## config.mk

```make
export PLATFORM = sky130hd
export DESIGN_NAME = rst_sequencer
export DESIGN_NICKNAME = d
export VERILOG_FILES = /design/src/rtl/rst_seq_pkg.sv /design/src/rtl/rst_sync.sv /design/src/rtl/rst_sequencer.sv
export SDC_FILE = /design/constraint.sdc
export NUM_CORES = 1
export LEC_CHECK = 0
export BUFFER_PORTS_ARGS = -buffer_cell sky130_fd_sc_hd__buf_2
export CAP_MARGIN = 25
export CORE_AREA = 5 5 54 56
export DETAILED_ROUTE_END_ITERATION = 10
export DIE_AREA = 0 0 59 61
export PLACE_DENSITY = 0.56
export SLEW_MARGIN = 15
export SYNTH_ARGS = -nofsm -noshare
export SYNTH_HDL_FRONTEND = slang
export SYNTH_HIERARCHICAL = 1
export SYNTH_SLANG_ARGS = --single-unit
```

## constraint.sdc

```tcl
create_clock -name clk -period 2.25 [get_ports clk]
set_clock_uncertainty 0.15 [all_clocks]
set_input_delay 0.3375 -clock clk [delete_from_list [all_inputs] [get_ports clk]]
set_output_delay 0.3375 -clock clk [all_outputs]
set_load 0.05 [all_outputs]
```

## src/rtl/rst_seq_pkg.sv

```systemverilog
// Shared state type, default parameters and counter sizing for the reset sequencer.
package rst_seq_pkg;

  typedef enum logic [1:0] {
    RST,
    DLY,
    WAIT_ACK,
    DONE
  } state_e;

  localparam int DEF_NUM_STAGES  = 4;
  localparam int DEF_SYNC_STAGES = 2;
  localparam int DEF_STAGE_DLY   = 8;
  localparam int DEF_ACK_TIMEOUT = 32;

  // Wide enough to hold the larger of the two limits without wrapping.
  function automatic int cnt_width(input int a, input int b);
    int m;
    m = (a > b) ? a : b;
    return (m < 1) ? 1 : $clog2(m + 1);
  endfunction

endpackage

```

## src/rtl/rst_sync.sv

```systemverilog
// Reset synchronizer: asserts immediately with arst_n, releases SYNC_STAGES edges later.
module rst_sync #(
  parameter int SYNC_STAGES = 2
) (
  input  logic clk,
  input  logic arst_n,
  output logic sync_rst_n
);

  logic [SYNC_STAGES-1:0] sync_q;

  // NOTE: sequential state uses non-blocking (<=) so every flop samples pre-edge values.
  always_ff @(posedge clk or negedge arst_n) begin
    if (!arst_n) begin
      sync_q <= '0;
    end else begin
      sync_q <= {sync_q[SYNC_STAGES-2:0], 1'b1};
    end
  end

  assign sync_rst_n = sync_q[SYNC_STAGES-1];

endmodule

```

## src/rtl/rst_sequencer.sv

```systemverilog
// Sequenced block-reset release with optional per-stage acknowledge handshake.
// Define RST_SEQ_ACK_EN to enable the WAIT_ACK handshake and acknowledge timeout.
module rst_sequencer
  import rst_seq_pkg::*;
#(
  parameter int NUM_STAGES  = DEF_NUM_STAGES,
  parameter int SYNC_STAGES = DEF_SYNC_STAGES,
  parameter int STAGE_DLY   = DEF_STAGE_DLY,
  parameter int ACK_TIMEOUT = DEF_ACK_TIMEOUT
) (
  input  logic                  clk,
  input  logic                  rst_n,
  input  logic                  rst_req_n,
  input  logic [NUM_STAGES-1:0] stage_ack,
  output logic [NUM_STAGES-1:0] stage_rst_n,
  output logic                  seq_busy,
  output logic                  seq_done,
  output logic                  timeout_err
);

  localparam int CW = cnt_width(STAGE_DLY, ACK_TIMEOUT);
  localparam int KW = (NUM_STAGES > 1) ? $clog2(NUM_STAGES) : 1;
  localparam logic [CW-1:0] DLY_LAST = CW'(STAGE_DLY - 1);
  localparam logic [KW-1:0] K_LAST   = KW'(NUM_STAGES - 1);

  logic arst_n;
  logic sync_rst_n;

  assign arst_n = rst_n & rst_req_n;

  rst_sync #(
    .SYNC_STAGES(SYNC_STAGES)
  ) u_rst_sync (
    .clk       (clk),
    .arst_n    (arst_n),
    .sync_rst_n(sync_rst_n)
  );

  state_e                state_q, state_d;
  logic [NUM_STAGES-1:0] stage_q, stage_d;
  logic [KW-1:0]         k_q, k_d;
  logic [CW-1:0]         cnt_q, cnt_d;

`ifdef RST_SEQ_ACK_EN
  localparam logic [CW-1:0] TMO_LAST = CW'(ACK_TIMEOUT - 1);
  logic [CW-1:0] tmo_q, tmo_d;
  logic          tmo_hit;
  logic          timeout_err_q;
`else
  logic unused_ack;
  assign unused_ack = ^stage_ack;
`endif

  always_ff @(posedge clk or negedge rst_n) begin
    if (!rst_n) begin
      state_q <= RST;
      stage_q <= '0;
      k_q     <= '0;
      cnt_q   <= '0;
    end else begin
      state_q <= state_d;
      stage_q <= stage_d;
      k_q     <= k_d;
      cnt_q   <= cnt_d;
    end
  end

`ifdef RST_SEQ_ACK_EN
  // The error flag survives rst_req_n pulses; only power-on reset clears it.
  always_ff @(posedge clk or negedge rst_n) begin
    if (!rst_n) begin
      tmo_q         <= '0;
      timeout_err_q <= 1'b0;
    end else begin
      tmo_q <= tmo_d;
      if (tmo_hit) timeout_err_q <= 1'b1;
    end
  end
`endif

  // NOTE: every signal written here gets a default first, so no latch is inferred.
  always_comb begin
    state_d = state_q;
    stage_d = stage_q;
    k_d     = k_q;
    cnt_d   = cnt_q;
`ifdef RST_SEQ_ACK_EN
    tmo_d   = tmo_q;
    tmo_hit = 1'b0;
`endif
    if (!sync_rst_n) begin
      state_d = RST;
      stage_d = '0;
      k_d     = '0;
      cnt_d   = '0;
`ifdef RST_SEQ_ACK_EN
      tmo_d   = '0;
`endif
    end else begin
      unique case (state_q)
        RST: begin
          state_d = DLY;
          k_d     = '0;
          cnt_d   = '0;
        end
        DLY: begin
`ifndef RST_SEQ_ACK_EN
          // Last stage went out on the previous edge; finish one cycle later.
          if (stage_q[NUM_STAGES-1]) begin
            state_d = DONE;
          end else
`endif
          if (cnt_q == DLY_LAST) begin
            stage_d[k_q] = 1'b1;
            cnt_d        = '0;
`ifdef RST_SEQ_ACK_EN
            state_d      = WAIT_ACK;
            tmo_d        = '0;
`else
            if (k_q != K_LAST) k_d = k_q + KW'(1);
`endif
          end else begin
            cnt_d = cnt_q + CW'(1);
          end
        end
`ifdef RST_SEQ_ACK_EN
        WAIT_ACK: begin
          if (stage_ack[k_q] || (tmo_q == TMO_LAST)) begin
            tmo_hit = !stage_ack[k_q];
            cnt_d   = '0;
            if (k_q == K_LAST) begin
              state_d = DONE;
            end else begin
              state_d = DLY;
              k_d     = k_q + KW'(1);
            end
          end else begin
            tmo_d = tmo_q + CW'(1);
          end
        end
`endif
        DONE:    state_d = DONE;
        default: state_d = RST;
      endcase
    end
  end

  assign stage_rst_n = stage_q & {NUM_STAGES{sync_rst_n}};
  assign seq_busy    = sync_rst_n & ((state_q == DLY) | (state_q == WAIT_ACK));
  assign seq_done    = sync_rst_n & (state_q == DONE);

`ifdef RST_SEQ_ACK_EN
  assign timeout_err = timeout_err_q;
`else
  assign timeout_err = 1'b0;
`endif

endmodule

```

Word level (Yosys, flattened, before mapping)
Cells that the tools add are included.
- bits in registers: 16
- input port bits: 7
- output and inout port bits: 7
- word-level logic and storage cells: 52
- add/subtract/negate cells: 2
- magnitude comparators: 2
- eq/ne operators: 13
- mux-type cells: 18
- bitwise logic cells: 6
- reduce and logical (&&, ||, !) cells: 5
- operator list (kind ; count):
    $mux W6 ; 3
    $mux W4 ; 4
    $ne A3 B3 Y1 const B ; 5
    $mux W2 ; 6
    $pmux W6 S2 ; 1
    $ne A2 B2 Y1 const B ; 4
    $add A6 B1 Y6 const B ; 1
    $eq A6 B3 Y1 const B ; 1
    $pmux W2 S3 ; 1
    $and A4 B4 Y4 ; 1
    $eq A2 B2 Y1 const B ; 2
    $or A4 B4 Y4 ; 1
    $pmux W2 S2 ; 1
    $reduce_and A4 Y1 ; 1
    $and A1 B1 Y1 ; 3
    $lt A2 B3 Y1 const B ; 1
    $reduce_and A3 Y1 ; 1
    $add A2 B1 Y2 const B ; 1
    $demux W1 S2 ; 1
    $eq A2 B1 Y1 const B ; 1
    $ge A2 B1 Y1 const B ; 1
    $logic_not A2 Y1 ; 1
    $reduce_and A2 Y1 ; 1
    $logic_and A1 B1 Y1 ; 1
    other kinds (2) ; 2

Logic depth before layout (Yosys ltp)
- word-level depth: 9
- depth in mapped cells: 7
- mapped depth without buffers: 6

Cells and area by module
Netlist, hierarchy kept.
- modules (own cells, without submodules) (module ; times used ; cells an instance ; area each (um^2) ; sequential area each (um^2)):
    rst_sequencer ; 1 ; 86 ; 850.8 ; 350.3
    rst_sync ; 1 ; 3 ; 53.8 ; 50.0

Worst setup path after synthesis
No wires, ideal clock.
- path kind: register -> register
- from: reg state_q[0]
- to: reg k_q[0]
- library setup time: 0.125 ns
- arrival time: 1.534 ns
- required time: 1.975 ns
- setup slack: 0.441 ns
- stages on the path, launching flop included: 7
- path buffers: 1
- period minus slack after synthesis: 1.809 ns
- path through: dfrtp_1 -> ha_1 -> nand2b_1 -> and3_1 -> buf_2 -> o21bai_1 -> mux2_2
- cells in the longest elaborated chain, start to end: 3
- elaborated cells on any way between the ends: 9
- those cells by class: eq/ne (5); mux (2); reduce/logical (2)
- RTL lines (element ; line ; text):
    from (decl) ; rst_sequencer.sv:39 ; state_e state_q, state_d;
    from (signal assigned) ; rst_sequencer.sv:61 ; state_q <= state_d;
    $eq A2 B1 Y1 or $logic_not A2 Y1 (tied branches) ; rst_sequencer.sv:100 ; unique case (state_q)
    $ne A3 B3 Y1 (no source line) or $pmux W2 S2 (tied branches) ; n/a ;
    $reduce_and A4 Y1 (no source line) or $mux W2 (tied branches) ; n/a ;
    to (signal assigned) ; rst_sequencer.sv:63 ; k_q <= k_d;
    to (decl) ; rst_sequencer.sv:41 ; logic [KW-1:0] k_q, k_d;
Several ways; a longest one is shown, not always the timed one.
A chain may end at the register's enable or synchronous reset.

Worst setup path after layout
- from: reg state_q[0]
- to: reg cnt_q[5]
- cells in the longest elaborated chain, start to end: 3
- elaborated cells on any way between the ends: 7
- those cells by class: eq/ne (3); mux (2); reduce/logical (2)
- RTL lines (element ; line ; text):
    $eq A2 B1 Y1 or $logic_not A2 Y1 (tied branches) ; rst_sequencer.sv:100 ;
    $pmux W6 S2 or $ne A3 B3 Y1 (tied branches) ; n/a ;
    $mux W6 or $reduce_and A2 Y1 (tied branches) ; n/a ;
    to (signal assigned) ; rst_sequencer.sv:64 ; cnt_q <= cnt_d;
    to (decl) ; rst_sequencer.sv:42 ; logic [CW-1:0] cnt_q, cnt_d;
Several ways; a longest one is shown, not always the timed one.

==> results.toml <==
[finish]
antenna_cells = 0
multiInputGateArea_um2 = 473
postLayoutCellArea_um2 = 1010
seqCellArea_um2 = 400
utilization_pct = 42.2
nets = 117
syn_to_final_growth_pct = 11.5
fillers = 268
drive_above_1_share_pct = 17.2

[synth]
syn_avg_cell_area_um2 = 10.2
synth_edf_count = 0
synthTopCellsByCount = "dfrtp_1, and2_1, ha_1, nand2_1, nand3_1"
synth_area_leaders = "dfrtp_1, ha_1, and2_1"
synth_top_area_share_pct = 44.3
synthArstFlopShare_pct = 100
synthFlopType = "dfrtp_1"
synth_seq_area_share_pct = 44.3
ys_types = 31
syn_area_um2 = 905
yosysMostFrequentCell = "dfrtp_1"
ys_ff_latch = 16
synth.largest_area_cell = "dfrtp_1"
ys_warn_count = 6
syn-num-nets = 105
syn_inst = 89

[clocking]
cts.sinks = 16
clk_latency_ps = 280
cts-buffers-inserted = 3
cts_tree = "built"
cts-root-buf = "clkbuf_4"
h-tree-depth = 1
clockBufferDepth = 2
cts_resized = 0
cts.reportedPaths.clkPinSlew_ps = 80

[sta]
slew_viol_final = 0
finalHoldViolCount = 0
setup_ws_ps = 265
finalCriticalPeriod_ps = 1980
finalCritPeriodShare_pct = 88.2
rsz0062_at_grt = "false"
setup_violations = 0
fmax_ghz = 0.504
finalSetupTns_ps = 0

[die]
core_um2 = 2390
io_pins = 14
start_util_pct = 37.9
die_y_um = 61
die_area_um2 = 3600
die-width_um = 59
rows = 18

[run_status]
outcome = "finished, final reports clean"

[detailed_routing]
routed_via_density = 4.77
ant_nets = 0
drt_iter0_drc = 5
wire_per_inst_um = 11.7
drc_errors = 0
via_count = 615
drt-total-wl_mm = 1.51
drtPass1Iterations = 2

[worst_setup_path]
crit_path_end_kind = "register"
rrSetupSlack_ps = 270
required_ps = 2320
cp.arrival_ps = 2060
crit_path_start_kind = "register"
critPathKind = "reg -> reg"
cp_max_fo = 11

[job]
maxCapViolCount = 0

[place]
place_congestion = 0.735
dp_slack_ps = 266
placed_area_um2 = 966
dp_hpwl_mm = 1.17
port_buffers = 8

[global_route]
grt_usage_pct = 10.3
grt_pass1_vias = 628
grt_max_degree = 16
grt_pass1_wl_mm = 2.78
overflow = 0
antenna_found_initial = 0

[pwr]
peakVddDrop_uv = 378
power.total_w = 0.000537
leakage_nw = 0.519
cellPowerDensity_nw_per_um2 = 533

[hold_path]
min_path_type = "reg -> reg"
## metal layers
| metal | routed length (um) | global-route usage, % |
|---|---|---|
| met3 | 57 | 2.77 |
| met5 | 0 | 0 |
| met2 | 668 | 15.8 |
| met4 | 34 | 5.83 |
| met1 | 750 | 13.2 |
## final timing paths
check                                           from              endpoint  depth (start not counted)
worst min register to register  u_rst_sync/sync_q[0]  u_rst_sync/sync_q[1]                          0
max in group asynchronous                      rst_n  u_rst_sync/sync_q[1]                          3
worst max register to register            state_q[0]              cnt_q[5]                          5
worst max-delay path                      state_q[0]              cnt_q[5]                          5
worst min-delay path            u_rst_sync/sync_q[0]  u_rst_sync/sync_q[1]                          0
min in group asynchronous                  rst_req_n  u_rst_sync/sync_q[0]                          3
## critical path, stage by stage (launching register included)
cell and delay, ps:
dfrtp_1 430, ha_1 280, nand2b_1 150, and3_1 290, or4_1 530, nand3_1 100
## state kept, by name, summed over array words and instances (netlist names)
register,cells
k_q,2
state_q,2
u_rst_sync/sync_q,2
cnt_q,6
stage_q,4
## kinds of logic (layout without fill, tap and decap cells)
family | after synthesis | in the layout | share of synthesized area [%]
compound gates | 16 | 16 | 12.3
flops | 16 | 16 | 44.3
xor+xnor | 1 | 1 | 0.968
fa+ha+maj | 9 | 9 | 12.4
mux | 1 | 1 | 1.24
simple gates | 37 | 37 | 24.5
other cells | 2 | 2 | 0.830
buf+inv | 7 | 17 | 3.46
## stage by stage
step | std cells | hold slack [ps]
6_report | 129 | 209
2_1_floorplan | 89 | -108
3_5_place_dp | 124 | 81.8
5_1_grt | 129 | 238
3_3_place_gp | 124 | 72.4
4_1_cts | 129 | 216
## report_power, final
group | internal, W | switching, W | leakage (nW) | total, W
Sequential | 0.000297 | 0.0000103 | 0.217 | 0.000307
Combinational | 0.0000284 | 0.0000551 | 0.288 | 0.0000835
Clock | 0.0000622 | 0.0000848 | 0.0138 | 0.000147
## layout make-up
cell class,instances,area share [%]
sequential,16,39.7
clock buffer,3,2.23
inverter,4,1.49
multi-input combinational,66,46.9
tap,30,3.72
timing repair buffer,10,5.96
## cell usage in the layout (no fill, tap or decap), types with 3 or more instances in the layout
cell,instances
dfrtp_1,16
and2_1,10
ha_1,9
nand2_1,8
buf_2,8
nand3_1,5
inv_1,4
a21o_1,4
o21ai_0,4
nor2_1,3
clkbuf_4,3
## timing repair
item	4_1_cts	5_1_grt
setup buffers	0	0
hold buffers	2	0
endpoints found under the hold margin	16	0
(Power assumes the default switching activity.)
